`src/rtl/data_compare4.sv`:
```
// 4-bit unsigned magnitude comparator slice with cascade input and a registered
// {gt, lt, eq} result; chain slices by feeding oData of the lower slice into iData.
module data_compare4 (
  input  logic       iClk,
  input  logic       iRst,
  input  logic [3:0] iData_a,
  input  logic [3:0] iData_b,
  input  logic [2:0] iData,
  output logic [2:0] oData
);

  // Scanning LSB to MSB lets the highest differing bit overwrite lower ones,
  // so the most significant difference wins; equal operands keep the cascade
  // code untouched, including non-one-hot codes.
  function automatic logic [2:0] compare_nibble(
    input logic [3:0] a,
    input logic [3:0] b,
    input logic [2:0] casc
  );
    logic [2:0] res;
    res = casc;
    for (int i = 0; i < 4; i++) begin
      if (a[i] != b[i]) res = a[i] ? 3'b100 : 3'b010;
    end
    return res;
  endfunction

  logic [2:0] nxt_p0;
  logic [2:0] res_p1;

  always_comb begin
    nxt_p0 = compare_nibble(iData_a, iData_b, iData);
  end

  // p0 -> p1: output register; reset clears it to the "no result" code
  always_ff @(posedge iClk) begin
    if (iRst) res_p1 <= 3'b000;
    else      res_p1 <= nxt_p0;
  end

  assign oData = res_p1;

endmodule

```
`config.mk`:
```
export PLATFORM = sky130hd
export DESIGN_NAME = data_compare4
export DESIGN_NICKNAME = d
export VERILOG_FILES = /design/src/rtl/data_compare4.sv
export SDC_FILE = /design/constraint.sdc
export NUM_CORES = 1
export LEC_CHECK = 0
export CORE_AREA = 2 2 39 41
export DETAILED_ROUTE_END_ITERATION = 10
export DIE_AREA = 0 0 41 43
export PLACE_DENSITY_LB_ADDON = 0.15
export SETUP_SLACK_MARGIN = 0.02
export SLEW_MARGIN = 20
export SYNTH_ARGS = -nofsm -noshare
export SYNTH_HDL_FRONTEND = slang
export SYNTH_SLANG_ARGS = --single-unit
```
`constraint.sdc`:
```
create_clock -name iClk -period 1.4 [get_ports iClk]
set_clock_uncertainty 0.05 [all_clocks]
set_input_delay 0.21 -clock iClk [delete_from_list [all_inputs] [get_ports iClk]]
set_output_delay 0.21 -clock iClk [all_outputs]
set_load 0.005 [all_outputs]
```
Word-level counts from Yosys, hierarchy flattened --
Index checks and enable logic that the tools add are counted.
Word-level totals: word-level logic and storage cells 13, flip-flop bits (word level) 3, input bits 13, output and inout bits 3
Operators by class: eq/ne operators 4, mux-type cells 8
Operator list (number):
- $mux 3 | 8
- $ne 1x1->1 | 4

Logic depth before layout (Yosys ltp) --
word-level depth 5, gate-level depth with buffers 3, depth with buffers taken out 3

Worst setup path after synthesis --
OpenSTA, ideal clock, no wires.
path type input to register, from in iData_b[2], to reg res_p1[0] (netlist: oData[0]), setup slack 0.528 ns, stages 3, path buffers 0, required time 1.262 ns, library setup time 0.088 ns, arrival time 0.734 ns, path through xnor2_1 o21ai_1 nor4_2
On the way: cells in the longest elaborated chain, start to end 3
Ends and longest elaborated chain:
- start: declaration | line 7 | input logic [3:0] iData_b,
- $ne 1x1->1 | line 23 | if (a[i] != b[i]) res = a[i] ? 3'b100 : 3'b010;
- $mux 3 (2 in a row) | line 23
- end signal: assignment | line 38 | else res_p1 <= nxt_p0;
- end: declaration | line 29 | logic [2:0] res_p1;
Every way passes these cells. A chain may end at the register's enable or synchronous reset.

Worst setup path in the final report --
from reg res_p1[2] (netlist: oData[2]), to out oData[2]
RTL lines:
- end: declaration | line 9 | output logic [2:0] oData
No word-level cell between the ends.

==> metrics.md <==
| Metric | Value |
|---|---|
| Grt total ovfl | 0 |
| Multiplexer area fraction after synthesis | 0% |
| Root Buffer Master | clkbuf_4 |
| Layout cells sized above 1 | between 10% and 20% |
| Share of total power in the clock network | 43.5% |
| Register area share after synthesis | 26.09% |
| Worst path required time | about 1.1 ns |
| Max-slew violations | 0 |
| H-tree depth | 1 |
| Synthesized flop and latch total | 3 |
| Slowest CP cell | clkdlybuf4s50_1 |
| Static Leakage | about 0.15 nW |
| Power density cells | around 790 nW/µm² |
| Maxcap violations | 0 |
| P&R area growth vs syn | 85.33% |
| GPL Wtd Cong | 0.7012 |
| Setup TNS | 0 ns |
| Die Ht | 43 µm |
| CP Launch Type | flop |
| Final Setup Violations | 0 |
| Vias/cell | approximately 4.2 |
| Drt drc | 0 |
| Clk slew on worst S/H paths | 0.03 ns |
| Pre-antenna DRT Iters | 2 |
| Inserted Diodes | 0 |
| Critical path fanouts, max | 1 |
| All-Layer GR Usage | between 7 and 8% |
| Crit share post-route | ~91% |
| Main area contributors after synthesis | dfxtp_1 26%, nand2b_1 14%, a221oi_2 6.5% |
| Fin cells | 60 |
| CTS Buffer Depth | 2 |
| Slew @ Worst Pin | 0.2747 ns |
| First-pass GRT wire length | 862 µm |
| Yosys cell types | 17 |
| Hold Path Class | in2reg |
| Max Freq | 0.7811 GHz |
| CTS tree | done |
| # hold bufs at CTS | 0 |
| Fin util | 30.83% |
| Sw Pwr | 78.37 µW |
| IO Pins | 16 |
| # rows | 14 |
| Most frequent cells after synthesis | 5 x nand2b_1, 3 x dfxtp_1, 2 x nor2b_1, 2 x o21a_1 |
| Synth top area share | about a quarter |
| Seq pwr share | 27.5% |
| Syn. warnings | 0 |
| Post-Synth Adder-Cell Area | 0% |
| Core area | 1384 µm² |
| Max reg flops | 3 |
| Final Hold Fails | 0 |
| DR vias | 250 |
| Number of synthesized flops with an enable pin | 0 |
| CTS Sinks | 3 |
| Post-Synthesis Cells | 25 |
| Synth Area in Compound Gates | 35.33% |
| End of the critical path | oData[2] |
| Die area | 1763 µm² |
| WS Path Type | reg2out |
| Syn_nets | 38 |
| Asr flop ratio synth | 0% |
| WL/cell | 8.733 µm |
| Die Wd | 41 µm |
| Top-count cell post-synth | nand2b_1 |
| Slew HR | 81.58% |
| Iter 0 DRT Violations | 3 |
| Post-CTS setup buffers | 0 |
| Internal | about 260 µW |
| Largest net degree at the start of global routing | 6 |
| Worst-path cell chain | clkdlybuf4s50_1 |
| Post-Syn Area per Cell | 9.209 µm² |
| Switching share of power | 23.14% |
| Final net count | 58 |
| Logic pwr share | between 20 and 30% |
| CP Buf/Inv Count | 1 |
| Simple-Gate Fraction of Synth Area | 29.35% |
| Arrival time at the worst endpoint | 1.02 ns |
| CTS buffer count | 3 |
| CP Launch Point | oData[2]$_SDFF_PP0_ |
| CP peak stage delay | 0.49 ns |
| Critical Path Sink Type | output pin |
| # resized after CTS | 0 |
| Largest family of logic cells by synthesized area | compound AO/OA/AOI/OAI gates |
| Hpwl dp | 446.7 µm |
| Synth Flop Type | dfxtp_1 |
| Area leader, netlist | dfxtp_1 |
| PortBufs | 15 |
| Critical path's top delay family | buffers and inverters |
| XOR/XNOR share of the synthesized area | 7.609% |
| Synthesized area | 230.2 µm² |
| Initial antenna violation count | 0 |
| Peak supply drop | 0.2674 mV |
| Min Hold Slack | 0.5178 ns |
| Unrepaired setup endpoints after global routing | no |
| Initial Util | 16.64% |
| Routed Antenna Nets | 0 |
| Vias in the first global route | 239 |
| Tmin final | 1.280 ns |
| Placed cells | 56 |
| Crit path depth | 1 |
| WL final | 524 µm |
| Outcome | complete, no violations |
## per-layer routing
metal	track usage, %	wire (µm)	vias to the layer above
met5	0	0	-
met4	2.000	0	0
met3	4.712	52	0
met2	11.25	243	13
met1	7.987	228	106
li1	-	-	131
## cell usage in the layout (no fill, tap or decap), types with 2 or more instances in the layout
| cell | n |
|---|---|
| clkdlybuf4s50_1 | 15 |
| nand2b_1 | 5 |
| clkbuf_4 | 3 |
| dfxtp_1 | 3 |
| o21a_1 | 2 |
| nor2b_1 | 2 |
## kinds of logic (layout without fill, tap and decap cells)
kind of cell / after synthesis / in the layout
and+or+nand+nor: 10 / 10
AOI/OAI and AO/OA: 9 / 9
DFF: 3 / 3
xor gates and xnor gates: 2 / 2
buffers and inverters: 1 / 20
## power by group through the flow
stage | clock (mW) | combinational (mW) | sequential, mW
final | 0.147 | 0.0982 | 0.0931
after global routing | 0.163 | 0.107 | 0.0937
after CTS | 0.155 | 0.0998 | 0.0932
after detailed placement | 0 | 0.0992 | 0.0945
after global placement | 0 | 0.0992 | 0.0942
after floorplan | 0 | 0.0420 | 0.0952
## stage by stage
stage	cell area [µm²]	setup WS (ns)	total power, mW
6_report	426.7	0.1198	0.3386
3_5_place_dp	400.4	-0.03564	0.1937
2_1_floorplan	230.2	0.5281	0.1372
3_3_place_gp	400.4	-0.02879	0.1934
5_1_grt	426.7	0.07853	0.3644
4_1_cts	426.7	0.09917	0.3481
## area by class of cell
cell class                      instances  area [µm²]
Clock buffer                            4       26.28
Tap cell                               16       20.02
Timing Repair Buffer                   15       150.1
Inverter                                1       3.754
Fill cell                             161       957.2
Sequential cell                         3       60.06
Multi-Input combinational cell         21       166.4
## how the worst min path moves through the flow
| stage | from | endpoint | cells past startpoint |
|---|---|---|---|
| after floorplan | iRst | oData[1]$_SDFF_PP0_ | 1 |
| after global placement | iRst | oData[1]$_SDFF_PP0_ | 2 |
| after detailed placement | iRst | oData[1]$_SDFF_PP0_ | 2 |
| after CTS | iRst | oData[1]$_SDFF_PP0_ | 2 |
| after global routing | iData[0] | oData[0]$_SDFF_PP0_ | 3 |
| final | iRst | oData[1]$_SDFF_PP0_ | 2 |
Note: power is estimated with default switching activity, not from simulation.
